--- src/rtl/reg_file_sb_if.sv ---
// -----------------------------------------------------------------------------
// reg_file_sb_if
// Bundles the decode/writeback signals of the scoreboarded register file.
//
// Signals (direction as seen by the register file, i.e. the slave modport):
//   Rd_Addr_A / Rd_Addr_B   in   ADDR_W  read port addresses
//   Rd_Data_A / Rd_Data_B   out  DATA_W  read data, combinational
//   Rd_Busy_A / Rd_Busy_B   out  1       addressed register has a pending write
//   Stall                   out  1       either read port sees a busy register
//   Wr_En / Wr_Addr / Wr_Data  in        writeback strobe, address, data
//   Rsv_En / Rsv_Addr       in           reservation request and target
//   Rsv_Ack                 out  1       reservation accepted this cycle
//   Busy_Count              out  ADDR_W+1 number of busy registers
//
// Modports: master = decode/writeback side, slave = register file.
// -----------------------------------------------------------------------------
interface reg_file_sb_if #(
   parameter int unsigned DATA_W = 32'd8,
   parameter int unsigned ADDR_W = 32'd3
);

   logic [ADDR_W-1:0] Rd_Addr_A;
   logic [DATA_W-1:0] Rd_Data_A;
   logic              Rd_Busy_A;
   logic [ADDR_W-1:0] Rd_Addr_B;
   logic [DATA_W-1:0] Rd_Data_B;
   logic              Rd_Busy_B;
   logic              Stall;
   logic              Wr_En;
   logic [ADDR_W-1:0] Wr_Addr;
   logic [DATA_W-1:0] Wr_Data;
   logic              Rsv_En;
   logic [ADDR_W-1:0] Rsv_Addr;
   logic              Rsv_Ack;
   logic [ADDR_W:0]   Busy_Count;

   modport master (
      output Rd_Addr_A, Rd_Addr_B, Wr_En, Wr_Addr, Wr_Data, Rsv_En, Rsv_Addr,
      input  Rd_Data_A, Rd_Busy_A, Rd_Data_B, Rd_Busy_B, Stall, Rsv_Ack,
             Busy_Count
   );

   modport slave (
      input  Rd_Addr_A, Rd_Addr_B, Wr_En, Wr_Addr, Wr_Data, Rsv_En, Rsv_Addr,
      output Rd_Data_A, Rd_Busy_A, Rd_Data_B, Rd_Busy_B, Stall, Rsv_Ack,
             Busy_Count
   );

endinterface

--- src/rtl/reg_file_sb.sv ---
// -----------------------------------------------------------------------------
// reg_file_sb
// Register file with two combinational read ports, one synchronous write port
// and a per-register busy scoreboard. Decode reserves a destination register
// (marking it busy); writeback clears the busy bit when it writes the result.
// Readers use Rd_Busy_x / Stall to detect RAW hazards, and a reservation of an
// already-busy register is refused (WAW) unless it is written that same cycle.
//
// Ports:
//   Clk    in  rising-edge clock for all state
//   Reset  in  asynchronous, active-low; registers reload their own index,
//              all busy bits and Busy_Count clear
//   bus    reg_file_sb_if.slave, see the interface file for signal list
//
// Parameters:
//   DATA_W    register width
//   ADDR_W    address width, depth = 2**ADDR_W
//   ZERO_REG  1: register 0 reads 0, is never written and never busy
//
// Build option:
//   REGFILE_BYPASS_EN  when defined, a read of the register being written
//                      returns Wr_Data and not-busy in the write cycle itself,
//                      so Stall releases in the writeback cycle. When not
//                      defined, reads see the stored state until the edge.
// -----------------------------------------------------------------------------
module reg_file_sb #(
   parameter int unsigned DATA_W   = 32'd8,
   parameter int unsigned ADDR_W   = 32'd3,
   parameter bit          ZERO_REG = 1'b0
) (
   input logic         Clk,
   input logic         Reset,
   reg_file_sb_if.slave bus
);

   localparam int unsigned DEPTH = 32'd1 << ADDR_W;
   localparam int unsigned CNT_W = ADDR_W + 32'd1;

`ifdef REGFILE_BYPASS_EN
   localparam bit BYPASS = 1'b1;
`else
   localparam bit BYPASS = 1'b0;
`endif

   // Architectural state
   logic [DATA_W-1:0] regs_r [DEPTH];
   logic [DEPTH-1:0]  busy_r;
   logic [CNT_W-1:0]  busy_count_r;

   // Next-state and handshake terms
   logic              wr_eff_s;
   logic              rsv_ack_s;
   logic              rsv_eff_s;
   logic              clr_s;
   logic [DEPTH-1:0]  wr_mask_s;
   logic [DEPTH-1:0]  rsv_mask_s;
   logic [DEPTH-1:0]  busy_next_s;
   logic [CNT_W-1:0]  busy_count_next_s;

   // Read port results
   logic [DATA_W-1:0] rd_data_a_s;
   logic [DATA_W-1:0] rd_data_b_s;
   logic              rd_busy_a_s;
   logic              rd_busy_b_s;

   // True when addr names the hardwired zero register.
   function automatic logic is_zero_reg(input logic [ADDR_W-1:0] addr);
      return ZERO_REG && (addr == {ADDR_W{1'b0}});
   endfunction

   // One-hot decode of an address, gated by an enable.
   function automatic logic [DEPTH-1:0] onehot(input logic en,
                                               input logic [ADDR_W-1:0] addr);
      logic [DEPTH-1:0] one_v;
      one_v = {{(DEPTH-1){1'b0}}, 1'b1};
      if (en) begin
         return one_v << addr;
      end else begin
         return {DEPTH{1'b0}};
      end
   endfunction

   // Data seen by a read port: zero register first, then bypass, then storage.
   function automatic logic [DATA_W-1:0] port_data(
      input logic [ADDR_W-1:0] addr,
      input logic [DATA_W-1:0] stored,
      input logic              wr_en,
      input logic [ADDR_W-1:0] wr_addr,
      input logic [DATA_W-1:0] wr_data
   );
      if (is_zero_reg(addr)) begin
         return {DATA_W{1'b0}};
      end else if (BYPASS && wr_en && (addr == wr_addr)) begin
         return wr_data;
      end else begin
         return stored;
      end
   endfunction

   // Busy flag seen by a read port, same precedence as the data path.
   function automatic logic port_busy(
      input logic [ADDR_W-1:0] addr,
      input logic              stored,
      input logic              wr_en,
      input logic [ADDR_W-1:0] wr_addr
   );
      if (is_zero_reg(addr)) begin
         return 1'b0;
      end else if (BYPASS && wr_en && (addr == wr_addr)) begin
         return 1'b0;
      end else begin
         return stored;
      end
   endfunction

   // Write/reserve arbitration, busy-bit next state and running count.
   always_comb begin
      wr_eff_s  = bus.Wr_En && !is_zero_reg(bus.Wr_Addr);
      // A busy target is still grantable when writeback frees it this cycle.
      rsv_ack_s = bus.Rsv_En &&
                  (is_zero_reg(bus.Rsv_Addr) ||
                   !busy_r[bus.Rsv_Addr] ||
                   (bus.Wr_En && (bus.Wr_Addr == bus.Rsv_Addr)));
      // The zero register acknowledges but never becomes busy.
      rsv_eff_s = rsv_ack_s && !is_zero_reg(bus.Rsv_Addr);
      clr_s     = wr_eff_s && busy_r[bus.Wr_Addr];
      wr_mask_s  = onehot(wr_eff_s, bus.Wr_Addr);
      rsv_mask_s = onehot(rsv_eff_s, bus.Rsv_Addr);
      // Reservation is applied after the clear so it wins on a shared address.
      busy_next_s = (busy_r & ~wr_mask_s) | rsv_mask_s;
      busy_count_next_s = busy_count_r + CNT_W'(rsv_eff_s) - CNT_W'(clr_s);
   end

   // Read ports A and B.
   always_comb begin
      rd_data_a_s = port_data(bus.Rd_Addr_A, regs_r[bus.Rd_Addr_A],
                              bus.Wr_En, bus.Wr_Addr, bus.Wr_Data);
      rd_busy_a_s = port_busy(bus.Rd_Addr_A, busy_r[bus.Rd_Addr_A],
                              bus.Wr_En, bus.Wr_Addr);
      rd_data_b_s = port_data(bus.Rd_Addr_B, regs_r[bus.Rd_Addr_B],
                              bus.Wr_En, bus.Wr_Addr, bus.Wr_Data);
      rd_busy_b_s = port_busy(bus.Rd_Addr_B, busy_r[bus.Rd_Addr_B],
                              bus.Wr_En, bus.Wr_Addr);
   end

   // Register storage: reset loads each register with its own index.
   always_ff @(posedge Clk or negedge Reset) begin
      if (!Reset) begin
         for (int unsigned i = 32'd0; i < DEPTH; i++) begin
            regs_r[i] <= DATA_W'(i);
         end
      end else begin
         if (wr_eff_s) begin
            regs_r[bus.Wr_Addr] <= bus.Wr_Data;
         end
      end
   end

   // Scoreboard bits and busy counter.
   always_ff @(posedge Clk or negedge Reset) begin
      if (!Reset) begin
         busy_r       <= {DEPTH{1'b0}};
         busy_count_r <= {CNT_W{1'b0}};
      end else begin
         busy_r       <= busy_next_s;
         busy_count_r <= busy_count_next_s;
      end
   end

   assign bus.Rd_Data_A  = rd_data_a_s;
   assign bus.Rd_Busy_A  = rd_busy_a_s;
   assign bus.Rd_Data_B  = rd_data_b_s;
   assign bus.Rd_Busy_B  = rd_busy_b_s;
   assign bus.Stall      = rd_busy_a_s | rd_busy_b_s;
   assign bus.Rsv_Ack    = rsv_ack_s;
   assign bus.Busy_Count = busy_count_r;

endmodule

--- src/flat_wrapper.sv ---
// flat-port wrapper written by rule: the top's interface ports become plain ports
module reg_file_sb_flat 
#(
   parameter int unsigned DATA_W   = 32'd8,
   parameter int unsigned ADDR_W   = 32'd3,
   parameter bit          ZERO_REG = 1'b0
)
  (Clk, Reset, bus_Rd_Addr_A, bus_Rd_Addr_B, bus_Wr_En, bus_Wr_Addr, bus_Wr_Data, bus_Rsv_En, bus_Rsv_Addr, bus_Rd_Data_A, bus_Rd_Busy_A, bus_Rd_Data_B, bus_Rd_Busy_B, bus_Stall, bus_Rsv_Ack, bus_Busy_Count);
  reg_file_sb_if #(.DATA_W(DATA_W), .ADDR_W(ADDR_W)) bus_i ();
  input logic Clk;
  input logic Reset;
  input wire logic [$bits(bus_i.Rd_Addr_A)-1:0] bus_Rd_Addr_A;
  input wire logic [$bits(bus_i.Rd_Addr_B)-1:0] bus_Rd_Addr_B;
  input wire logic [$bits(bus_i.Wr_En)-1:0] bus_Wr_En;
  input wire logic [$bits(bus_i.Wr_Addr)-1:0] bus_Wr_Addr;
  input wire logic [$bits(bus_i.Wr_Data)-1:0] bus_Wr_Data;
  input wire logic [$bits(bus_i.Rsv_En)-1:0] bus_Rsv_En;
  input wire logic [$bits(bus_i.Rsv_Addr)-1:0] bus_Rsv_Addr;
  output wire logic [$bits(bus_i.Rd_Data_A)-1:0] bus_Rd_Data_A;
  output wire logic [$bits(bus_i.Rd_Busy_A)-1:0] bus_Rd_Busy_A;
  output wire logic [$bits(bus_i.Rd_Data_B)-1:0] bus_Rd_Data_B;
  output wire logic [$bits(bus_i.Rd_Busy_B)-1:0] bus_Rd_Busy_B;
  output wire logic [$bits(bus_i.Stall)-1:0] bus_Stall;
  output wire logic [$bits(bus_i.Rsv_Ack)-1:0] bus_Rsv_Ack;
  output wire logic [$bits(bus_i.Busy_Count)-1:0] bus_Busy_Count;
  assign bus_i.Rd_Addr_A = bus_Rd_Addr_A;
  assign bus_i.Rd_Addr_B = bus_Rd_Addr_B;
  assign bus_i.Wr_En = bus_Wr_En;
  assign bus_i.Wr_Addr = bus_Wr_Addr;
  assign bus_i.Wr_Data = bus_Wr_Data;
  assign bus_i.Rsv_En = bus_Rsv_En;
  assign bus_i.Rsv_Addr = bus_Rsv_Addr;
  assign bus_Rd_Data_A = bus_i.Rd_Data_A;
  assign bus_Rd_Busy_A = bus_i.Rd_Busy_A;
  assign bus_Rd_Data_B = bus_i.Rd_Data_B;
  assign bus_Rd_Busy_B = bus_i.Rd_Busy_B;
  assign bus_Stall = bus_i.Stall;
  assign bus_Rsv_Ack = bus_i.Rsv_Ack;
  assign bus_Busy_Count = bus_i.Busy_Count;
  reg_file_sb #(.DATA_W(DATA_W), .ADDR_W(ADDR_W), .ZERO_REG(ZERO_REG)) u_core (.Clk(Clk), .Reset(Reset), .bus(bus_i));
endmodule
--- config.mk ---
export PLATFORM = sky130hd
export DESIGN_NAME = reg_file_sb_flat
export DESIGN_NICKNAME = d
export VERILOG_FILES = /design/src/rtl/reg_file_sb_if.sv /design/src/rtl/reg_file_sb.sv /design/src/flat_wrapper.sv
export SDC_FILE = /design/constraint.sdc
export NUM_CORES = 1
export LEC_CHECK = 0
export CAP_MARGIN = 30
export CORE_MARGIN = 2
export CORE_UTILIZATION = 43
export CTS_CLUSTER_DIAMETER = 200
export DETAILED_ROUTE_END_ITERATION = 16
export PLACE_DENSITY = 0.78
export SKIP_CTS_REPAIR_TIMING = 1
export SYNTH_ARGS = -nofsm -noshare
export SYNTH_HDL_FRONTEND = slang
export SYNTH_SLANG_ARGS = --single-unit
--- constraint.sdc ---
create_clock -name Clk -period 2.03 [get_ports Clk]
set_input_delay 0.406 -clock Clk [delete_from_list [all_inputs] [get_ports Clk]]
set_output_delay 0.406 -clock Clk [all_outputs]
set_load 0.02 [all_outputs]
==> results of run 1 <==
how the worst max path moves through the flow:
stage / from / end / slack [ns] / cells past startpoint
global route: u_core.busy_r[3] / bus_Stall / -0.35 / 4
floorplan: bus_Rsv_Addr[1] / u_core.bus.Busy_Count[2] / -0.16 / 10
CTS: bus_Rd_Addr_B[0] / bus_Rd_Data_B[0] / -0.98 / 5
global placement: bus_Rd_Addr_B[0] / bus_Stall / -0.97 / 5
finish: u_core.busy_r[3] / bus_Stall / -0.30 / 4
detailed placement: bus_Rd_Addr_B[0] / bus_Stall / -0.98 / 5
power breakdown:
group	internal (W)	total [W]	switching, W
Clock	0.000764	0.00130	0.000536
Combinational	0.00134	0.00219	0.000853
Sequential	0.00192	0.00221	0.000290
cells in the mapped netlist (all sizes together) (2+ instances only):
master and n:
dfrtp 64, mux2i 3, inv 9, mux4 39, mux2 83, clkbuf 6, o21ai 4, nor2b 4
xnor2 5, nand4 2, and2 2, a32o 5, ha 4, nand3 2, dfstp 12, nor3 3
nor2 3, a31o 3, buf 11, nand2 7
critical path: cells and delay by family (launching register included):
kind | cells | cell delay, ns
buffers and inverters | 1 | 0.13
and+or+nand+nor | 1 | 0.25
muxes | 2 | 0.75
DFF | 1 | 0.45
cell families after synthesis:
| family | Yosys count | synth area share, % |
|---|---|---|
| xor gates and xnor gates | 6 | 1.21 |
| DFF | 76 | 44.0 |
| and+or+nand+nor | 28 | 4.02 |
| buffers and inverters | 26 | 2.84 |
| adders and majority gates | 5 | 1.61 |
| AOI/OAI and AO/OA | 19 | 3.42 |
| muxes | 125 | 42.9 |
flip-flops by register name (all words and copies together) (netlist names):
name and cells:
u_core.bus.Busy_Count 4, u_core.busy_r 8, u_core.regs_r 64
per-stage QoR:
stage / power, W / cells
final: 0.00571 / 525
after global placement: 0.00416 / 500
after detailed placement: 0.00424 / 500
after CTS: 0.00555 / 516
after floorplan: 0.00348 / 285
after global routing: 0.00601 / 525
area by class of cell:
class,count,area (um^2),share of cell area [%]
well taps,133,166,2.83
multi-input cells,183,2410,41.0
inverters,9,33.8,0.574
clock buffers,13,159,2.70
flip-flops and latches,76,1920,32.6
repair buffers,108,1120,19.1
clock inverters,3,68.8,1.17
layer usage:
layer	part of all wire (%)	GRT usage, %
met3	4.1	3.62
met5	0	0
met2	52	33.0
met4	1.9	5.52
met1	42	27.0
==> reports/metrics.csv, run 1 <==
stage;metric;value;unit
status;status;complete, but fails checks;
status;violations;setup timing;
routing;drcViolationCount;0;
logic_synthesis;syn_nets;314;
worst_setup_path;reg2reg_to;u_core.bus.Busy_Count[1];
sta;setup_viol;17;
logic_synthesis;synth_cells;285;
sta;fin_crit_sh;115;%
place;dp_hpwl;7.54;mm
global_route;grt_max_degree;32;
cells_and_area;num-fill-cells;773;
floorplan;die_h;105;um
cells_and_area;final_nets;416;
logic_synthesis;avgSynthCellArea;15.3;um^2
place;pre_cts_ws;-0.979;ns
pwr;power_per_cell_area;970;nW/um^2
global_route;grt_overflow;0;
sta;hold_slack;0.0594;ns
global_route;grt_pass1_vias;3065;
sta;worst_pin_slew;0.599;ns
place;gp_congestion;0.850;
floorplan;dieArea;11000;um^2
global_route;grtUsageTotal;19.9;%
clock_tree;cts-htree-levels;3;
worst_setup_path;required;1.62;ns
worst_setup_path;crit_slowest_cell;mux4_2;
routing;routed_wl;10.8;mm
sta;setup_ws;-0.297;ns
worst_setup_path;r2r-start;u_core.busy_r[7];
global_route;antenna_found_initial;0;
logic_synthesis;synthTopCellsByArea;dfrtp_1 37%, mux2_2 21%, mux4_2 17%;
floorplan;ios;48;
sta;rsz0062_at_grt;yes;
worst_setup_path;arrival;1.92;ns
logic_synthesis;synth_top_area_share;36.8;%
floorplan;core;9820;um^2
logic_synthesis;synthDistinctLibCells;41;
routing;ant_nets;0;
sta;finalHoldViolCount;0;
worst_setup_path;reg2regPathDepth;10;
sta;slew_headroom;60.1;%
worst_setup_path;start_kind;register;
clock_tree;clock_latency;0.34;ns
worst_setup_path;critPathMaxFanout;6;
cells_and_area;drive_gt1_share;65.1;%
sta;fin_skew;0.00963;ns
sta;finalCriticalPeriod;2.33;ns
cells_and_area;final_common_cell;mux2_2;
floorplan;initial_core_util;44.4;%
worst_setup_path;cp_cell_sequence;mux4_2 > mux2_4 > or2_4 > buf_6;
logic_synthesis;async_flop_share;100;%
global_route;grt_pass1_wl;16.7;mm
sta;final_max_slew_viol_count;0;
pwr;p_leak;2.55;nW
clock_tree;cts.sinks;76;
floorplan;rows;36;
worst_setup_path;critPathMaxStageDelay;0.47;ns
logic_synthesis;synth_edf_count;0;
floorplan;die_w;105;um
routing;avgRoutedWirePerCell;20.6;um
sta;tns;-1.57;ns
cells_and_area;fin_util;59.9;%
place;portBuffers;47;
clock_tree;numCtsBuffers;9;
sta;fmax;0.430;GHz
routing;via_per_inst;5.63;
logic_synthesis;synth_top_area_cell;dfrtp_1;
cells_and_area;areaGrowthSynthToFinish;35.0;%
worst_setup_path;crit_path_end_kind;output port;
routing;vias;2958;
cells_and_area;final_cell_area;5880;um^2
cells_and_area;final_cell_mix;67 x mux2_2, 63 x dfrtp_1, 48 x buf_4;
worst_setup_path;critPathKind;register to output port;
routing;dr.pass1.iters;4;
flow_run;maxCapViolCount;0;
clock_tree;clockBufferDepth;2;
logic_synthesis;synth_ff_type;dfrtp_1;
worst_setup_path;r2r_slack;-0.24;ns
logic_synthesis;ys_seq_area_share;44.0;%
clock_tree;cts_root_buffer;clkbuf_8;
logic_synthesis;yosys_warnings;0;
cells_and_area;diodes;0;
min_path;min_path_type;input port to asynchronous set/reset pin;
place;dpl_cell_area;5410;um^2
routing;drt-initial-drc-count;159;
pwr;vdd_drop_max;416;uV
logic_synthesis;synth_area;4360;um^2
clock_tree;cts_tree;built;
logic_synthesis;synth_seq_cells;76;
clock_tree;path_clk_slew;0.08;ns
Note: power is estimated with default switching activity, not from simulation.
==> inputs of run 2 (changes only) <==
--- a/config.mk
+++ b/config.mk
@@ -10,7 +10,7 @@
 export CORE_UTILIZATION = 43
 export CTS_CLUSTER_DIAMETER = 200
 export DETAILED_ROUTE_END_ITERATION = 16
-export PLACE_DENSITY = 0.78
+export PLACE_DENSITY = 0.76
 export SKIP_CTS_REPAIR_TIMING = 1
 export SYNTH_ARGS = -nofsm -noshare
 export SYNTH_HDL_FRONTEND = slang
==> constraint.sdc (replaced) <==
create_clock -name Clk -period 2.2 [get_ports Clk]
set_input_delay 0.44 -clock Clk [delete_from_list [all_inputs] [get_ports Clk]]
set_output_delay 0.44 -clock Clk [all_outputs]
set_load 0.02 [all_outputs]
==> run 2 against run 1 <==
The run still ends with setup timing left. Sequential share of layout area rose by 2.0 points. Non-clock buffer count fell by 12. Combinational power fell by 19%. Die area did not move. Global-route usage fell by 0.30 points. Clock power fell by 17%. Final cell count fell by 2.3%. Register-to-register slack improved by 0.12 ns. Largest power group unchanged.
==> reports/metrics.csv, run 2 (same netlist as run 1, synthesis figures left out) <==
stage;metric;value;unit;change
sta;fmax;0.423;GHz;
cells_and_area;largest_reg_flops;64;;unchanged
sta;final_max_slew_viol_count;0;;unchanged
pwr;clock_power_share;22.0;%;-0.8 points
cells_and_area;diodes;0;;unchanged
clock_tree;path_clk_slew;0.09;ns;about the same
sta;fin_skew;0.00390;ns;-0.00573 ns
global_route;grt_pass1_vias;3111;;+1.5%
worst_setup_path;crit_slowest_cell;dfrtp_2;;
clock_tree;cts_root_buffer;clkbuf_8;;
sta;setup_viol;5;;-12
worst_setup_path;crit_path_end_kind;output port;;
cells_and_area;final_nets;404;;-2.9%
pwr;p_switching;0.00152;W;-9.3%
worst_setup_path;critPathMaxFanout;5;;-1
floorplan;die_w;105;um;unchanged
cells_and_area;largest-register;u_core.regs_r;;
min_path;min_path_type;input port to asynchronous set/reset pin;;
place;dp_hpwl;7.43;mm;-1.4%
cells_and_area;areaGrowthSynthToFinish;27.6;%;
cells_and_area;fin_util;56.6;%;-3.3 points
clock_tree;numCtsBuffers;9;;unchanged
cells_and_area;drive_gt1_share;61.6;%;-3.5 points
global_route;grt_overflow;0;;unchanged
routing;via_per_inst;5.60;;-0.67%
status;violations;setup timing;;
worst_setup_path;critPathKind;register to output port;;
floorplan;die_h;105;um;unchanged
routing;routed_wl;10.2;mm;-6.1%
floorplan;ios;48;;unchanged
worst_setup_path;arrival;1.92;ns;about the same
worst_setup_path;cp_num_buf_inv;1;;unchanged
status;status;complete, but fails checks;;
place;gp_congestion;0.830;;-2.4%
floorplan;initial_core_util;44.4;%;unchanged
routing;ant_nets;0;;unchanged
pwr;power_frac_comb;36.2;%;-2.2 points
clock_tree;clockBufferDepth;2;;unchanged
pwr;power_per_cell_area;879;nW/um^2;-9.4%
sta;rsz0062_at_grt;yes;;
routing;vias;2871;;-2.9%
floorplan;dieArea;11000;um^2;unchanged
clock_tree;clock_latency;0.34;ns;about the same
worst_setup_path;reg2reg_to;u_core.bus.Busy_Count[2];;
floorplan;rows;36;;unchanged
routing;avgRoutedWirePerCell;19.8;um;-3.9%
pwr;swShare;31.2;%;+1.7 points
cells_and_area;final_common_cell;mux2_2;;
worst_setup_path;cp_cell_sequence;mux4_2 > mux2_4 > or2_1 > buf_6;;
pwr;total_power;0.00489;W;-14%
sta;finalHoldViolCount;0;;unchanged
worst_setup_path;critPathMaxStageDelay;0.46;ns;about the same
pwr;seq_power_share;41.8;%;+3.0 points
global_route;grt_max_degree;77;;+140%
sta;worst_pin_slew;0.422;ns;-0.176 ns
clock_tree;cts_tree;built;;
worst_setup_path;start_kind;register;;
clock_tree;cts.sinks;76;;unchanged
sta;slew_headroom;71.8;%;+12 points
worst_setup_path;crit_family;multiplexers;;
global_route;grtUsageTotal;19.6;%;-0.30 points
pwr;vdd_drop_max;367;uV;-12%
worst_setup_path;reg2regPathDepth;9;;-1
worst_setup_path;required;1.76;ns;+0.14 ns
routing;dr.pass1.iters;4;;unchanged
sta;finalCriticalPeriod;2.36;ns;
routing;drcViolationCount;0;;unchanged
worst_setup_path;r2r-start;u_core.busy_r[2];;
routing;drt-initial-drc-count;72;;-55%
clock_tree;cts-htree-levels;3;;unchanged
pwr;cellInternalPower;0.00336;W;-17%
cells_and_area;final_cell_mix;80 x mux2_2, 60 x dfrtp_1, 39 x buf_4;;
sta;fin_crit_sh;107;%;
worst_setup_path;r2r_slack;-0.12;ns;+0.12 ns
global_route;grt_pass1_wl;16.5;mm;-1.6%
floorplan;core;9820;um^2;unchanged
place;portBuffers;47;;unchanged
place;pre_cts_ws;-0.977;ns;+0.00275 ns
sta;setup_ws;-0.162;ns;+0.135 ns
global_route;antenna_found_initial;0;;unchanged
flow_run;maxCapViolCount;0;;unchanged
pwr;p_leak;2.41;nW;-5.4%
==> run 2: cell types whose count changed in the layout (fill, tap and decap cells not counted), moves of 5 or more <==
cell | previous run | this run
buf_12 | 9 | 4
buf_4 | 48 | 39
buf_6 | 23 | 10
clkbuf_2 | 0 | 10
mux2_2 | 67 | 80
mux2_4 | 16 | 3
mux4_1 | 0 | 5
mux4_2 | 39 | 34
==> run 2: power groups by stage <==
stage / logic [W] / registers, W / clock network [W]
global route: 0.00191 / 0.00209 / 0.00118
global placement: 0.00175 / 0.00204 / 0
detailed placement: 0.00179 / 0.00207 / 0
CTS: 0.00180 / 0.00204 / 0.00111
floorplan: 0.00114 / 0.00202 / 0
finish: 0.00177 / 0.00204 / 0.00108
==> run 2: stage by stage <==
stage,cell area [um^2],setup TNS (ns),std cells,hold WS (ns)
final,5560,-0.597,513,0.0814
after floorplan,4380,-0.137,285,0.144
after CTS,5490,-17.94,511,0.124
after global placement,5300,-19.24,495,0.502
after global routing,5560,-0.988,513,0.134
after detailed placement,5300,-20.26,495,0.508
==> run 2: worst max-delay path by stage <==
stage                                 from                        to  slack [ns]  cells past startpoint
after floorplan             bus_Wr_Addr[0]  u_core.bus.Busy_Count[2]       -0.07                     10
after global placement    bus_Rd_Addr_A[0]                 bus_Stall       -0.94                      5
after detailed placement  bus_Rd_Addr_A[0]                 bus_Stall       -0.98                      5
after CTS                 bus_Rd_Addr_A[0]                 bus_Stall       -0.98                      5
after global routing      u_core.busy_r[3]                 bus_Stall       -0.22                      4
final                     u_core.busy_r[2]                 bus_Stall       -0.16                      4
==> run 2: layout make-up <==
cell class	count	area (um^2)
Fill cell	835	4260
Sequential cell	76	1920
Inverter	9	33.8
Timing Repair Buffer	96	896
Multi-Input combinational cell	183	2340
Clock inverter	7	73.8
Clock buffer	9	124
Tap cell	133	166
==> run 2: worst reg2reg max path: cells and delay by family, from the launching register on <==
| family | cells | cell delay (ns) |
|---|---|---|
| AND/OR/NAND/NOR | 1 | 0.11 |
| XOR/XNOR | 1 | 0.13 |
| multiplexers | 1 | 0.51 |
| buffers and inverters | 2 | 0.10 |
| adder cells (fa/ha/maj) | 3 | 0.84 |
| AO/OA/AOI/OAI | 1 | 0.08 |
| flip-flops | 1 | 0.46 |
==> run 2: per-layer routing <==
metal  GRT usage, %  wire (um)  vias up
met3           2.93        328        9
met1           25.0       4340     1508
met5              0          0        -
li1               -          -     1294
met4           6.95        124        0
met2           34.0       5370       60
==> inputs of run 3 (changes only) <==
--- a/config.mk
+++ b/config.mk
@@ -10,7 +10,7 @@
 export CORE_UTILIZATION = 43
 export CTS_CLUSTER_DIAMETER = 200
 export DETAILED_ROUTE_END_ITERATION = 16
-export PLACE_DENSITY = 0.76
+export REMOVE_ABC_BUFFERS = 1
 export SKIP_CTS_REPAIR_TIMING = 1
 export SYNTH_ARGS = -nofsm -noshare
 export SYNTH_HDL_FRONTEND = slang
==> run 3 against run 2 <==
The flow still finishes with violations (setup timing). Register-to-register slack gained 0.02 ns. First-iteration DRC count up 120%. Utilization is 1.8 points higher. Die area unchanged. Non-clock buffer count grew 12. Worst hold slack improved by 0.40 ns. Global-route usage up 1.2 points. Critical path type unchanged. Critical endpoint unchanged.
==> reports/metrics.csv, run 3 (same netlist as run 1, synthesis figures left out) <==
stage;metric;value;unit;change
cells_and_area;final_nets;416;;+3.0%
place;dpl_cell_area;5420;um^2;+2.3%
floorplan;die_w;105;um;unchanged
routing;vias;2927;;+2.0%
cells_and_area;final_common_cell;mux2_2;;
clock_tree;cts-htree-levels;3;;unchanged
sta;finalHoldViolCount;0;;unchanged
clock_tree;numCtsBuffers;9;;unchanged
clock_tree;cts_root_buffer;clkbuf_8;;
sta;fin_skew;0.00272;ns;-0.00118 ns
floorplan;initial_core_util;44.4;%;unchanged
sta;fmax;0.422;GHz;-0.28%
cells_and_area;areaGrowthSynthToFinish;31.6;%;
sta;setup_ws;-0.169;ns;-0.00659 ns
pwr;power_per_cell_area;873;nW/um^2;-0.69%
global_route;grt_pass1_wl;17.1;mm;+3.7%
routing;via_per_inst;5.58;;-0.38%
routing;drcViolationCount;0;;unchanged
cells_and_area;diodes;0;;unchanged
routing;dr.pass1.iters;4;;unchanged
min_path;min_path_type;input port to asynchronous set/reset pin;;
global_route;antenna_found_initial;0;;unchanged
cells_and_area;final_cell_mix;76 x mux2_2, 61 x dfrtp_1, 45 x buf_4;;
sta;setup_viol;4;;-1
status;violations;setup timing;;
sta;worst_pin_slew;0.451;ns;+0.0283 ns
cells_and_area;drive_gt1_share;65.1;%;+3.5 points
sta;slew_headroom;69.9;%;-1.9 points
place;gp_congestion;0.801;;-3.5%
worst_setup_path;start_kind;register;;
routing;drt-initial-drc-count;159;;+120%
worst_setup_path;arrival;1.93;ns;about the same
cells_and_area;num-fill-cells;854;;+2.3%
pwr;vdd_drop_max;513;uV;+40%
status;status;complete, but fails checks;;
pwr;p_leak;2.44;nW;+1.5%
clock_tree;clock_latency;0.36;ns;+0.02 ns
floorplan;ios;48;;unchanged
clock_tree;cts_tree;built;;
sta;tns;-0.322;ns;+0.274 ns
floorplan;die_h;105;um;unchanged
place;portBuffers;47;;unchanged
floorplan;dieArea;11000;um^2;unchanged
sta;rsz0062_at_grt;yes;;
worst_setup_path;critPathKind;register to output port;;
flow_run;maxCapViolCount;0;;unchanged
cells_and_area;largest_reg_flops;64;;unchanged
global_route;grtUsageTotal;20.8;%;+1.2 points
routing;avgRoutedWirePerCell;20.2;um;+2.1%
clock_tree;cts.sinks;76;;unchanged
clock_tree;clockBufferDepth;2;;unchanged
global_route;grt_pass1_vias;3065;;-1.5%
clock_tree;path_clk_slew;0.08;ns;about the same
worst_setup_path;required;1.76;ns;about the same
routing;ant_nets;0;;unchanged
worst_setup_path;critPathMaxFanout;5;;unchanged
global_route;grt_overflow;0;;unchanged
sta;fin_crit_sh;108;%;+0.30 points
sta;finalCriticalPeriod;2.37;ns;+0.00659 ns
cells_and_area;largest-register;u_core.regs_r;;
floorplan;rows;36;;unchanged
floorplan;core;9820;um^2;unchanged
routing;routed_wl;10.6;mm;+4.5%
global_route;grt_max_degree;32;;-58%
worst_setup_path;crit_path_end_kind;output port;;
sta;final_max_slew_viol_count;0;;unchanged
place;dp_hpwl;7.57;mm;+1.9%
cells_and_area;final_cell_area;5740;um^2;+3.2%
run 3: cell count changes in the layout (fill, tap and decap cells not counted), sizes merged, moves of 2 or more:
cell	change
buf	+16
dlymetal6s2s	-3
clkbuf	-2
inv	-2
run 3: where the power goes:
part           internal (W)  leakage, nW  switching (W)
Clock              0.000524       0.0962       0.000528
Combinational       0.00115         1.46       0.000751
Sequential          0.00178        0.892       0.000275
run 3: worst paths after layout:
kind / from / endpoint / slack, ns / cells past startpoint
worst min-delay path: Reset / u_core.regs_r[35] / 0.48 / 2
min in group Clk: u_core.regs_r[50] / u_core.regs_r[50] / 0.53 / 1
worst min register to register: u_core.regs_r[50] / u_core.regs_r[50] / 0.53 / 1
max in group asynchronous: Reset / u_core.regs_r[9] / 1.13 / 3
worst max register to register: u_core.busy_r[3] / u_core.bus.Busy_Count[1] / -0.10 / 9
worst max-delay path: u_core.busy_r[3] / bus_Stall / -0.17 / 4
run 3: area by class of cell:
type	instances	area [um^2]	share of cell area [%]
multi-input cells	183	2360	41.1
flip-flops and latches	76	1920	33.5
repair buffers	108	1060	18.5
well taps	133	166	2.90
clock buffers	10	128	2.23
clock inverters	6	65.1	1.13
inverters	9	33.8	0.589
run 3: worst max-delay path: stages, from the launching register on:
cell     delay (ns)
dfrtp_2        0.44
mux4_2         0.47
mux2_4         0.29
or2_1          0.24
buf_6          0.13
run 3: stage by stage:
stage | setup WS [ns] | power, W | utilization (%) | cells | hold WS (ns)
floorplan | -0.0416 | 0.00310 | - | 268 | 0.144
global placement | -0.865 | 0.00384 | 55.2 | 505 | 0.321
detailed placement | -0.882 | 0.00388 | 55.2 | 505 | 0.325
CTS | -0.890 | 0.00496 | 57.1 | 521 | -0.0804
global route | -0.227 | 0.00531 | 58.4 | 525 | 0.499
finish | -0.169 | 0.00501 | 58.4 | 525 | 0.483
run 3: routing by layer:
layer | vias up | GRT usage [%] | routed length, um
met5 | - | 0 | 0
met4 | 0 | 7.05 | 202
met3 | 18 | 4.80 | 488
met2 | 68 | 31.7 | 5140
met1 | 1528 | 29.4 | 4790
li1 | 1313 | - | -
